--- src/rtl/mem_requester.sv ---
// Instruction fetch unit with a 2-entry prefetch FIFO, plus an independent
// single-outstanding load/store sequencer with alignment and range checks.
module mem_requester #(
  parameter logic [31:0] RESET_PC  = 32'h0000_0000,
  parameter int          MEM_BYTES = 65536
) (
  input  logic        mem_Clk,
  input  logic        mem_Rst_n,
  // fetch, core side
  input  logic        fetch_go,
  input  logic        fetch_ready,
  input  logic        redirect,
  input  logic [31:0] redirect_pc,
  output logic        inst_valid,
  output logic [31:0] inst,
  output logic [31:0] inst_pc,
  // fetch, memory side
  output logic        instruction_memory_en,
  output logic [31:0] instruction_memory_a,
  input  logic [31:0] instruction_memory_v,
  // load/store, core side
  input  logic        ls_req,
  input  logic        ls_we,
  input  logic [31:0] ls_addr,
  input  logic [31:0] ls_wdata,
  output logic        ls_busy,
  output logic        ls_done,
  output logic [31:0] ls_rdata,
  output logic        ls_fault,
  // load/store, memory side
  output logic [31:0] data_memory_a,
  output logic        data_memory_read,
  output logic        data_memory_write,
  output logic [31:0] data_memory_out_v,
  input  logic [31:0] data_memory_in_v
);

  localparam logic [31:0] LP_LAST = 32'(MEM_BYTES - 4);

  // ---------------- fetch ----------------
  logic [31:0]       r_pc, r_pend_pc;
  logic              r_pend;
  logic [1:0]        r_cnt;
  logic              r_head;
  logic [1:0][31:0]  r_q_inst, r_q_pc;

  logic w_issue, w_push, w_pop, w_wr_idx;

  // r_pend marks the fetch issued last cycle; its data lands at this cycle end.
  assign w_issue  = fetch_go & ~redirect & mem_Rst_n & ((r_cnt + {1'b0, r_pend}) < 2'd2);
  assign w_push   = r_pend & ~redirect;
  assign w_pop    = (r_cnt != 2'd0) & fetch_ready & ~redirect;
  assign w_wr_idx = r_head ^ r_cnt[0];

  always_ff @(posedge mem_Clk) begin
    if (!mem_Rst_n) begin
      r_pc      <= RESET_PC;
      r_pend    <= 1'b0;
      r_pend_pc <= '0;
      r_cnt     <= '0;
      r_head    <= 1'b0;
      r_q_inst  <= '0;
      r_q_pc    <= '0;
    end else begin
      r_pend    <= w_issue;
      r_pend_pc <= r_pc;
      if (redirect)     r_pc <= {redirect_pc[31:2], 2'b00};
      else if (w_issue) r_pc <= r_pc + 32'd4;
      if (redirect) begin
        r_cnt  <= '0;
        r_head <= 1'b0;
      end else begin
        if (w_push) begin
          r_q_inst[w_wr_idx] <= instruction_memory_v;
          r_q_pc[w_wr_idx]   <= r_pend_pc;
        end
        if (w_pop) r_head <= ~r_head;
        r_cnt <= r_cnt + {1'b0, w_push} - {1'b0, w_pop};
      end
    end
  end

  assign inst_valid            = (r_cnt != 2'd0);
  assign inst                  = inst_valid ? r_q_inst[r_head] : '0;
  assign inst_pc               = inst_valid ? r_q_pc[r_head]   : '0;
  assign instruction_memory_en = w_issue;
  assign instruction_memory_a  = w_issue ? r_pc : '0;

  // ---------------- load/store ----------------
  typedef enum logic [1:0] {S_IDLE, S_ISSUE, S_WAIT, S_DONE} ls_state_t;

  ls_state_t   r_state, w_next;
  logic [31:0] r_addr, r_wdata, r_rdata;
  logic        r_we, r_fault;
  logic        w_bad;

  assign w_bad = (ls_addr[1:0] != 2'b00) | (ls_addr > LP_LAST);

  always_ff @(posedge mem_Clk) begin
    if (!mem_Rst_n) r_state <= S_IDLE;
    else            r_state <= w_next;
  end

  always_comb begin
    w_next            = r_state;
    ls_busy           = 1'b1;
    ls_done           = 1'b0;
    data_memory_read  = 1'b0;
    data_memory_write = 1'b0;
    case (r_state)
      S_IDLE: begin
        ls_busy = 1'b0;
        if (ls_req) w_next = w_bad ? S_DONE : S_ISSUE;
      end
      S_ISSUE: begin
        data_memory_read  = ~r_we;
        data_memory_write = r_we;
        w_next            = r_we ? S_DONE : S_WAIT;
      end
      S_WAIT:  w_next = S_DONE;
      S_DONE: begin
        ls_done = 1'b1;
        w_next  = S_IDLE;
      end
      default: w_next = S_IDLE;
    endcase
  end

  always_ff @(posedge mem_Clk) begin
    if (!mem_Rst_n) begin
      r_addr  <= '0;
      r_wdata <= '0;
      r_we    <= 1'b0;
      r_fault <= 1'b0;
      r_rdata <= '0;
    end else begin
      if (r_state == S_IDLE && ls_req) begin
        r_addr  <= ls_addr;
        r_wdata <= ls_wdata;
        r_we    <= ls_we;
        r_fault <= w_bad;
      end
      // faulted loads never reach WAIT, so ls_rdata survives them
      if (r_state == S_WAIT) r_rdata <= data_memory_in_v;
    end
  end

  assign ls_rdata          = r_rdata;
  assign ls_fault          = ls_done & r_fault;
  assign data_memory_a     = (r_state == S_ISSUE) ? r_addr : '0;
  assign data_memory_out_v = data_memory_write ? r_wdata : '0;

endmodule

--- config.mk ---
export PLATFORM = sky130hd
export DESIGN_NAME = mem_requester
export DESIGN_NICKNAME = d
export VERILOG_FILES = /design/src/rtl/mem_requester.sv
export SDC_FILE = /design/constraint.sdc
export NUM_CORES = 1
export LEC_CHECK = 0
export CORE_ASPECT_RATIO = 0.9
export CORE_UTILIZATION = 47
export CTS_BUF_LIST = sky130_fd_sc_hd__clkbuf_4 sky130_fd_sc_hd__clkbuf_8 sky130_fd_sc_hd__clkbuf_16
export DETAILED_ROUTE_END_ITERATION = 12
export GPL_TIMING_DRIVEN = 0
export PLACE_DENSITY = 0.8
export RECOVER_POWER = 25
export SLEW_MARGIN = 20
export SYNTH_ARGS = -nofsm -noshare
export SYNTH_HDL_FRONTEND = slang
export SYNTH_SLANG_ARGS = --single-unit
--- constraint.sdc ---
create_clock -name mem_Clk -period 3.2 [get_ports mem_Clk]
set_input_delay 0.64 -clock mem_Clk [delete_from_list [all_inputs] [get_ports mem_Clk]]
set_output_delay 0.64 -clock mem_Clk [all_outputs]
set_load 0.02 [all_outputs]
==> results_dict.tcl, run 1 <==
set metrics [dict create \
    seqPwrFrac_pct 41.6 \
    pre_cts_slack_ns -1.053 \
    hold_violations 0 \
    min_period_ns 3.130 \
    grt_overflow_total 0 \
    ys_ff_latch 288 \
    critPathKind "reg -> out" \
    rr_worst_depth 5 \
    critPathLaunchType "register" \
    drt-total-wl_um 39340 \
    drive_gt1_share_pct 6.379 \
    synth.area.mux_share_pct 8.307 \
    setup_viol 0 \
    h-tree-depth 1 \
    clock_latency_ns 0.56 \
    min_path_cells 3 \
    comb_power_share_pct 19.8 \
    synth_warnings 0 \
    leakagePower_nw 6.419 \
    syn_inst 1528 \
    maxCapViolCount 0 \
    slew_headroom_pct 20.98 \
    async_flop_share_pct 0 \
    tns_ns 0 \
    grt_pass1_vias 11768 \
    p_sw_w 0.002739 \
    grt_pass1_wl_um 61290 \
    area_growth_pct 41.64 \
    routedWlPerCell_um 17.21 \
    gp_congestion 0.9437 \
    synth_cell_types 59 \
    regArea_um2 5771 \
    cts-root-buf "clkbuf_16" \
    place_hpwl_um 28730 \
    min_to "r_pc[2]" \
    timing.final.ws_setup_ns 0.07034 \
    port_buffers 358 \
    rows 55 \
    post_cts_buffers 0 \
    min_from "mem_Rst_n" \
    clock-sinks 288 \
    seq_area_frac_synth_pct 47.49 \
    grt_use_total_pct 29.26 \
    synthTopCellsByArea "dfxtp_1, nand2_1, a21oi_1, mux2i_1, and2_1" \
    rsz0062_at_grt "no" \
    cts_buffers 30 \
    cp.arrival_ns 2.49 \
    utilization_pct 68.09 \
    p_per_area_nw_per_um2 567.8 \
    drc_errors 0 \
    diodes 0 \
    hold_class "in -> reg" \
    initial_core_util_pct 48.07 \
    timing.rr.end "r_pc[29]" \
    dieArea_um2 26480 \
    syn_avg_cell_area_um2 7.945 \
    synth_top_family_by_area "simple AND/OR/NAND/NOR gates" \
    fin_skew_ns 0.01412 \
    worstMarginPinSlew_ns 1.174 \
    fillers 2115 \
    synth_edf_count 0 \
    synthAdderAreaFrac_pct 0.8245 \
    multi_input_area_um2 5854 \
    crit_path_end_kind "primary output" \
    intPower_w 0.007024 \
    holdBufCountCts 0 \
    drv_slew 0 \
    status "finished clean" \
    ir_drop_mv 0.5570 \
    drt-pass1-iter-count 5 \
    nets 2095 \
    yosys.area_share.simple_pct 26.11 \
    drtIter0Drc 959 \
    max_freq_ghz 0.3195 \
    grt_max_degree 15 \
    io_pins 366 \
    synth-xor-area-share_pct 0.5771 \
    min_period_over_period_pct 97.80 \
    fp.coreArea_um2 25260 \
    die_w_um 171.4 \
    ant_nets 0 \
    cts_tree "done" \
    vias 12016 \
    netlist_area_um2 12140 \
    clockBufferDepth 3 \
    synth_top_area_share_pct 47.49 \
    ys.flop_type "dfxtp_1" \
    r2r_slack_ns 0.44 \
    fp.dieH_um 154.5 \
    p_clk_share_pct 38.6 \
    antenna_found_initial 0 \
    yosys.area.top_type "dfxtp_1" \
    r2r-start "r_pc[10]" \
    vias_per_cell 5.256 \
    swShare_pct 28.05 \
    cp.required_ns 2.56 \
    synth_compound_area_share_pct 12.24 \
    clk_pin_slew_ns 0.06 \
    critPathMaxFanout 10 \
]
-- routing by layer --
| metal | vias up | GRT usage (%) | wire, um |
|---|---|---|---|
| met4 | 0 | 11.69 | 1567 |
| met3 | 95 | 7.190 | 3175 |
| met5 | - | 0 | 0 |
| li1 | 5851 | - | - |
| met1 | 5595 | 35.89 | 15990 |
| met2 | 475 | 49.03 | 18600 |
-- Yosys cell counts, types with 2 or more instances --
library cell  instances
a2bb2oi_1             2
ha_1                  8
buf_4                 4
and3_1               42
or4_1                 3
buf_1                12
nand3_1              14
o31a_1                2
nor2b_1               3
mux2i_1              97
inv_1                13
buf_2                 5
nand2_1             404
o21a_1                4
nand4_1              10
dfxtp_1             288
xnor2_1               3
nor4_1               11
o31ai_1               3
o211a_1               2
clkbuf_1             97
o21ai_0              12
a31oi_1               5
a21oi_1             216
nor3_1                6
a32oi_1               3
mux2_2                2
or3_1                 2
a22oi_1               9
nor2_1              125
and2_1               87
xor2_1                5
o22ai_1               3
-- flip-flops by register name (all words and copies together) (netlist names) --
signal,count
r_wdata,32
r_pend_pc,30
r_pend,1
r_head,1
r_addr,32
r_fault,1
r_q_pc,60
r_cnt,2
r_pc,30
ls_rdata,32
r_we,1
r_q_inst,64
r_state,2
-- metrics by stage --
step                      std cells  cell area, um^2  hold WS (ns)  total power (W)
after floorplan                1531            12150        0.4317         0.005195
after global placement         2231            16160        0.4372         0.006007
after detailed placement       2231            16160        0.4418         0.006051
after CTS                      2287            17200        0.4484         0.009795
after global routing           2286            17200        0.4618          0.01016
final                          2286            17200        0.4414         0.009763
-- cell type report --
type | count | share of cell area (%)
Buffer | 118 | 3.092
Sequential cell | 288 | 33.56
Multi-Input combinational cell | 1109 | 34.05
Tap cell | 342 | 2.489
Inverter | 15 | 0.3565
Clock buffer | 45 | 5.377
Timing Repair Buffer | 358 | 20.14
Clock inverter | 11 | 0.9387
-- cells by family (layout without fill, tap and decap cells) --
group           after synthesis  after routing
simple gates                717            717
compound gates              272            272
other cells                   1              4
flops                       288            288
fa+ha+maj                     8              8
buf+inv                     134            547
xor+xnor                      8              8
mux                         100            100
-- power by group through the flow --
stage	clock network (W)	logic (W)	registers, W
global placement	0	0.00188	0.00412
floorplan	0	0.00100	0.00419
CTS	0.00379	0.00194	0.00406
detailed placement	0	0.00191	0.00414
global route	0.00395	0.00211	0.00410
finish	0.00377	0.00193	0.00406
-- layout by cell type (no fill, tap or decap), types with 26 or more instances in the layout --
cell | synthesis | final
clkbuf_16 | 0 | 31
a21oi_1 | 216 | 216
clkdlybuf4s50_1 | 0 | 304
buf_2 | 5 | 26
nand2_1 | 404 | 404
clkbuf_1 | 97 | 90
nor2_1 | 125 | 121
and2_1 | 87 | 71
and3_1 | 42 | 42
mux2i_1 | 97 | 97
dfxtp_1 | 288 | 286
-- how the worst max path moves through the flow --
stage	startpoint	depth (start not counted)	to	slack (ns)
after global routing	r_head	5	inst[1]	0.006
after global placement	mem_Rst_n	8	instruction_memory_a[13]	-1.09
after floorplan	redirect	8	instruction_memory_a[17]	0.21
after CTS	r_cnt[1]	8	instruction_memory_a[16]	0.0007
after detailed placement	mem_Rst_n	8	instruction_memory_a[11]	-1.05
final	r_cnt[1]	8	instruction_memory_a[2]	0.07
-- what timing repair did --
| item | in CTS | in global routing |
|---|---|---|
| endpoints found under the setup margin | 141 | 94 |
| cloned | 0 | 0 |
| pin swaps | 0 | 0 |
| gates resized for setup | 137 | 45 |
-- critical path, stage by stage (launching register included) --
cell      delay (ns)
dfxtp_4         0.37
and3b_1         0.17
or4b_1          0.52
buf_4           0.18
clkinv_4        0.07
buf_6           0.15
buf_6           0.16
and2_1          0.16
buf_4           0.15
Power figures use the tool's default switching activity.
==> run 2: changes to the inputs <==
--- a/config.mk
+++ b/config.mk
@@ -6,12 +6,12 @@
 export NUM_CORES = 1
 export LEC_CHECK = 0
 export CORE_ASPECT_RATIO = 0.9
-export CORE_UTILIZATION = 47
+export CORE_UTILIZATION = 40
 export CTS_BUF_LIST = sky130_fd_sc_hd__clkbuf_4 sky130_fd_sc_hd__clkbuf_8 sky130_fd_sc_hd__clkbuf_16
 export DETAILED_ROUTE_END_ITERATION = 12
 export GPL_TIMING_DRIVEN = 0
-export PLACE_DENSITY = 0.8
-export RECOVER_POWER = 25
+export PLACE_DENSITY = 0.7
+export RECOVER_POWER = 50
 export SLEW_MARGIN = 20
 export SYNTH_ARGS = -nofsm -noshare
 export SYNTH_HDL_FRONTEND = slang
==> run 2 against run 1 <==
  * Count of clock-buffer cells in the layout grew 1
  * Global-route usage shrank 4.1 points
  * Via count down 0.55%
  * Die area up 17%
  * Sequential power about the same
  * Sequential share of layout area shrank 0.33 points
  * Clock power is 2% higher
==> results_dict.tcl, run 2 (synthesis results as in run 1) <==
set metrics [dict create \
    status "finished clean" \
    antenna_found_initial 1 \
    final_common_cell "nand2_1" \
    routedWlPerCell_um 16.97 \
    reg_top3 "r_q_inst (64), r_q_pc (60)" \
    fp.coreArea_um2 29880 \
    final_cells 2347 \
    cts_buffers 31 \
    placedCellCount 2292 \
    grt_pass1_wl_um 61820 \
    hold_ws_ns 0.4483 \
    final_cell_mix "nand2_1, clkdlybuf4s50_1, dfxtp_1, a21oi_1, nor2_1" \
    ir_drop_mv 0.4754 \
    crit_path_top_delay_cell "or4b_1" \
    regMostFlops "r_q_inst" \
    area_growth_pct 43.06 \
    dpl-instance-area_um2 16240 \
    min_period_over_period_pct 96.54 \
    cp.required_ns 2.56 \
    cts_tree "done" \
    port_buffers 358 \
    slew_headroom_pct 47.17 \
    gp_congestion 0.9081 \
    post_cts_buffers 0 \
    drc_errors 0 \
    drt-total-wl_um 39820 \
    clock-sinks 288 \
    min_period_ns 3.089 \
    grt_max_degree 20 \
    holdBufCountCts 0 \
    worstPathCellList "and3b_1 -> or4b_1 -> buf_4 -> buf_4 -> nor2_1 -> clkdlybuf4s15_2" \
    vias_per_cell 5.092 \
    cp.arrival_ns 2.45 \
    die_w_um 185.6 \
    nets 2095 \
    io_pins 366 \
    place_hpwl_um 29120 \
    clockBufferDepth 3 \
    worstMarginPinSlew_ns 0.7925 \
    critPathKind "reg -> out" \
    crit_path_end_kind "primary output" \
    maxCapViolCount 0 \
    hold_class "reg -> reg" \
    final_cell_area_um2 17370 \
    hold_violations 0 \
    crit_top_cell "buf_4" \
    tns_ns 0 \
    drt-pass1-iter-count 6 \
    rows 60 \
    setup_viol 0 \
    drive_gt1_share_pct 6.022 \
    critPathLaunchType "register" \
    grt_pass1_vias 11538 \
    clock_latency_ns 0.55 \
    dieArea_um2 31050 \
    p_per_area_nw_per_um2 566.0 \
    critPathMaxFanout 19 \
    vias 11950 \
    fp.dieH_um 167.3 \
    grt_overflow_total 0 \
    ant_nets 0 \
    utilization_pct 58.13 \
    cts-root-buf "clkbuf_16" \
    leakagePower_nw 6.534 \
    grt_use_total_pct 25.12 \
    largest_reg_flops 64 \
    drv_slew 0 \
    drtIter0Drc 698 \
    max_stage_delay_ns 0.51 \
    max_freq_ghz 0.3237 \
    clk_pin_slew_ns 0.06 \
    h-tree-depth 1 \
    fin_skew_ns 0.008159 \
    initial_core_util_pct 40.63 \
]
==> run 2: area by class of cell <==
type	count	area, um^2
clock buffer	46	969.7
sequential	288	5771
tap	403	504.2
multi-input combinational	1109	5857
antenna	1	2.502
buffer	117	521.8
clock inverter	10	150.1
fill	2719	12510
timing repair buffer	358	3531
inverter	15	61.31
==> run 2: per-layer routing <==
metal	GRT usage, %	wire length, um	up-vias
met3	5.959	3124	71
met2	41.74	18850	474
met1	31.89	16700	5552
met4	8.125	1149	0
li1	-	-	5853
met5	0	0	-
==> run 2: critical path, delay by kind of cell, from the launching register on <==
kind	cells	cell delay (ns)
simple gates	3	0.85
buf+inv	3	0.68
flops	1	0.37
==> run 2: final timing paths <==
check | start | endpoint | slack, ns | cells after the start
max | r_cnt[1] | instruction_memory_a[11] | 0.11 | 6
max reg2reg | r_pc[2] | r_pc[20] | 0.64 | 8
min reg2reg | r_addr[0] | r_addr[0] | 0.45 | 2
min | r_addr[0] | r_addr[0] | 0.45 | 2
==> run 2: timing repair <==
action,in CTS,in global routing
resized for setup,137,32
endpoints found under the hold margin,0,0
endpoints found under the setup margin,141,91
==> run 2: report_power, final <==
group / internal (W) / total [W] / switching [W]
Sequential: 0.00388 / 0.00407 / 0.000188
Clock: 0.00240 / 0.00383 / 0.00144
Combinational: 0.000833 / 0.00193 / 0.00110
==> run 2: through the flow <==
step / total power, W / worst slack [ns]
after global placement: 0.006034 / -0.9898
after floorplan: 0.005195 / 0.2091
after detailed placement: 0.006066 / -0.9891
after global routing: 0.01025 / -0.0007687
after CTS: 0.009913 / 0.004262
final: 0.009830 / 0.1108
==> run 3: changes to the inputs <==
--- a/config.mk
+++ b/config.mk
@@ -7,12 +7,12 @@
 export LEC_CHECK = 0
 export CORE_ASPECT_RATIO = 0.9
 export CORE_UTILIZATION = 40
-export CTS_BUF_LIST = sky130_fd_sc_hd__clkbuf_4 sky130_fd_sc_hd__clkbuf_8 sky130_fd_sc_hd__clkbuf_16
+export CTS_BUF_LIST = sky130_fd_sc_hd__clkbuf_8
 export DETAILED_ROUTE_END_ITERATION = 12
 export GPL_TIMING_DRIVEN = 0
 export PLACE_DENSITY = 0.7
 export RECOVER_POWER = 50
-export SLEW_MARGIN = 20
+export SLEW_MARGIN = 10
 export SYNTH_ARGS = -nofsm -noshare
 export SYNTH_HDL_FRONTEND = slang
 export SYNTH_SLANG_ARGS = --single-unit
==> run 3 against run 2 <==
  * Non-clock buffer count is the same
  * Largest cell class unchanged
  * Via count is essentially flat
  * Cell count grew 1.3%
  * Sequential cell count is the same
==> results_dict.tcl, run 3 (synthesis results as in run 1) <==
set metrics [dict create \
    hold_violations 0 \
    dieArea_um2 31050 \
    clock_latency_ns 0.58 \
    die_w_um 185.6 \
    grt_max_degree 20 \
    final_cell_mix "nand2_1, dfxtp_1, clkdlybuf4s50_1, a21oi_1, nor2_1" \
    io_pins 366 \
    finalPower_w 0.009402 \
    port_buffers 358 \
    largest_reg_flops 64 \
    vias_per_cell 5.029 \
    timing.rr.end "r_pc[29]" \
    fillers 2783 \
    utilization_pct 58.01 \
    drv_slew 0 \
    clockBufferDepth 3 \
    fp.coreArea_um2 29880 \
    final_cell_area_um2 17330 \
    min_path_cells 2 \
    min_from "r_pend_pc[24]" \
    min_to "r_q_pc[24]" \
    nets 2113 \
    fin_skew_ns 0.02118 \
    rsz0062_at_grt "yes" \
    place_hpwl_um 29120 \
    ir_drop_mv 0.4044 \
    p_clk_share_pct 36.7 \
    p_sw_w 0.002775 \
    initial_core_util_pct 40.63 \
    min_period_ns 3.105 \
    clock-sinks 288 \
    cts-root-buf "clkbuf_8" \
    comb_power_share_pct 20.1 \
    cts_tree "done" \
    cp.required_ns 2.56 \
    p_per_area_nw_per_um2 542.5 \
    status "finished clean" \
    routedWlPerCell_um 16.76 \
    fp.dieH_um 167.3 \
    slew_headroom_pct 19.02 \
    clk_pin_slew_ns 0.06 \
    area_growth_pct 42.76 \
    h-tree-depth 2 \
    gp_congestion 0.9081 \
    maxCapViolCount 0 \
    dpl-instance-area_um2 16240 \
    vias 11955 \
    critPathLaunchType "register" \
    drt-pass1-iter-count 5 \
    tns_ns 0 \
    antenna_found_initial 1 \
    min_period_over_period_pct 97.04 \
    intPower_w 0.006627 \
    swShare_pct 29.52 \
    grt_pass1_wl_um 61630 \
    grt_use_total_pct 25.26 \
    drive_gt1_share_pct 7.045 \
    seqPwrFrac_pct 43.2 \
    leakagePower_nw 7.036 \
    grt_pass1_vias 11652 \
    r2r-start "r_pc[10]" \
    rows 60 \
    worstMarginPinSlew_ns 1.204 \
    max_freq_ghz 0.3220 \
    ant_nets 0 \
    cts_buffers 49 \
    cp.arrival_ns 2.47 \
    final_common_cell "nand2_1" \
    regMostFlops "r_q_inst" \
    r2r_slack_ns 0.43 \
    grt_overflow_total 0 \
    post_cts_buffers 0 \
    reg_top3 "r_q_inst (64), r_q_pc (60)" \
    placedCellCount 2292 \
    drc_errors 0 \
    drt-total-wl_um 39840 \
    hold_class "reg -> reg" \
    rr_worst_depth 5 \
    crit_path_end_kind "primary output" \
    critPathMaxFanout 19 \
    setup_viol 0 \
    drtIter0Drc 670 \
    critPathKind "reg -> out" \
    final_cells 2377 \
]
[run 3: cell types whose count changed in the layout (fill, tap and decap cells not counted), moves of 5 or more]
cell             previous run  this run
clkbuf_8                   14        65
clkbuf_4                    8         3
dlygate4sd3_1               0        33
clkbuf_16                  31         0
dlymetal6s2s_1             19        39
inv_1                      13        25
clkdlybuf4s50_1           307       251
[run 3: worst max path at each step]
stage	startpoint	endpoint	slack, ns	cells past startpoint
after floorplan	redirect	instruction_memory_a[17]	0.21	8
after CTS	r_cnt[1]	instruction_memory_a[7]	-0.004	8
final	r_cnt[1]	instruction_memory_a[26]	0.09	6
after global placement	mem_Rst_n	instruction_memory_a[11]	-0.99	8
after detailed placement	mem_Rst_n	instruction_memory_a[7]	-0.99	9
after global routing	r_head	inst[13]	-0.007	5
[run 3: layer usage]
layer  GRT usage, %  wire length (um)  share of wire, %
met5              0                 0                 0
met3          6.807              3475               8.7
met4          11.12              1567               3.9
met1          31.31             16510                41
met2          40.91             18280                46
[run 3: cell type report]
| cell class | instances | area [um^2] | area share [%] |
|---|---|---|---|
| antenna | 1 | 2.502 | 0.01444 |
| buffer | 117 | 519.2 | 2.996 |
| clock buffer | 64 | 880.8 | 5.082 |
| clock inverter | 22 | 156.4 | 0.9024 |
| inverter | 15 | 61.31 | 0.3537 |
| multi-input combinational | 1109 | 5849 | 33.75 |
| sequential | 288 | 5771 | 33.29 |
| tap | 403 | 504.2 | 2.909 |
| timing repair buffer | 358 | 3587 | 20.70 |
[run 3: critical path, stage by stage (launching register included)]
cell and delay [ns]:
dfxtp_4 0.37, and3b_1 0.18, or4b_1 0.51, buf_4 0.18, buf_4 0.22, nor2_1 0.15
clkdlybuf4s15_2 0.28
[run 3: timing repair]
item	in CTS	in global routing
endpoints found under the hold margin	0	0
endpoints found under the setup margin	143	128
pin swaps	0	0
hold buffers	0	0
resized for setup	146	59
[run 3: power by group through the flow]
stage	sequential [W]	clock, W	combinational [W]
after floorplan	0.00419	0	0.00100
after global placement	0.00413	0	0.00191
after detailed placement	0.00414	0	0.00193
after CTS	0.00406	0.00353	0.00194
after global routing	0.00410	0.00370	0.00206
final	0.00406	0.00345	0.00189
[run 3: per-stage QoR]
step,setup WS (ns),hold slack [ns]
3_5_place_dp,-0.9891,0.4427
3_3_place_gp,-0.9898,0.4369
4_1_cts,-0.004078,0.4456
6_report,0.09464,0.4456
2_1_floorplan,0.2091,0.4317
5_1_grt,-0.006651,0.4662
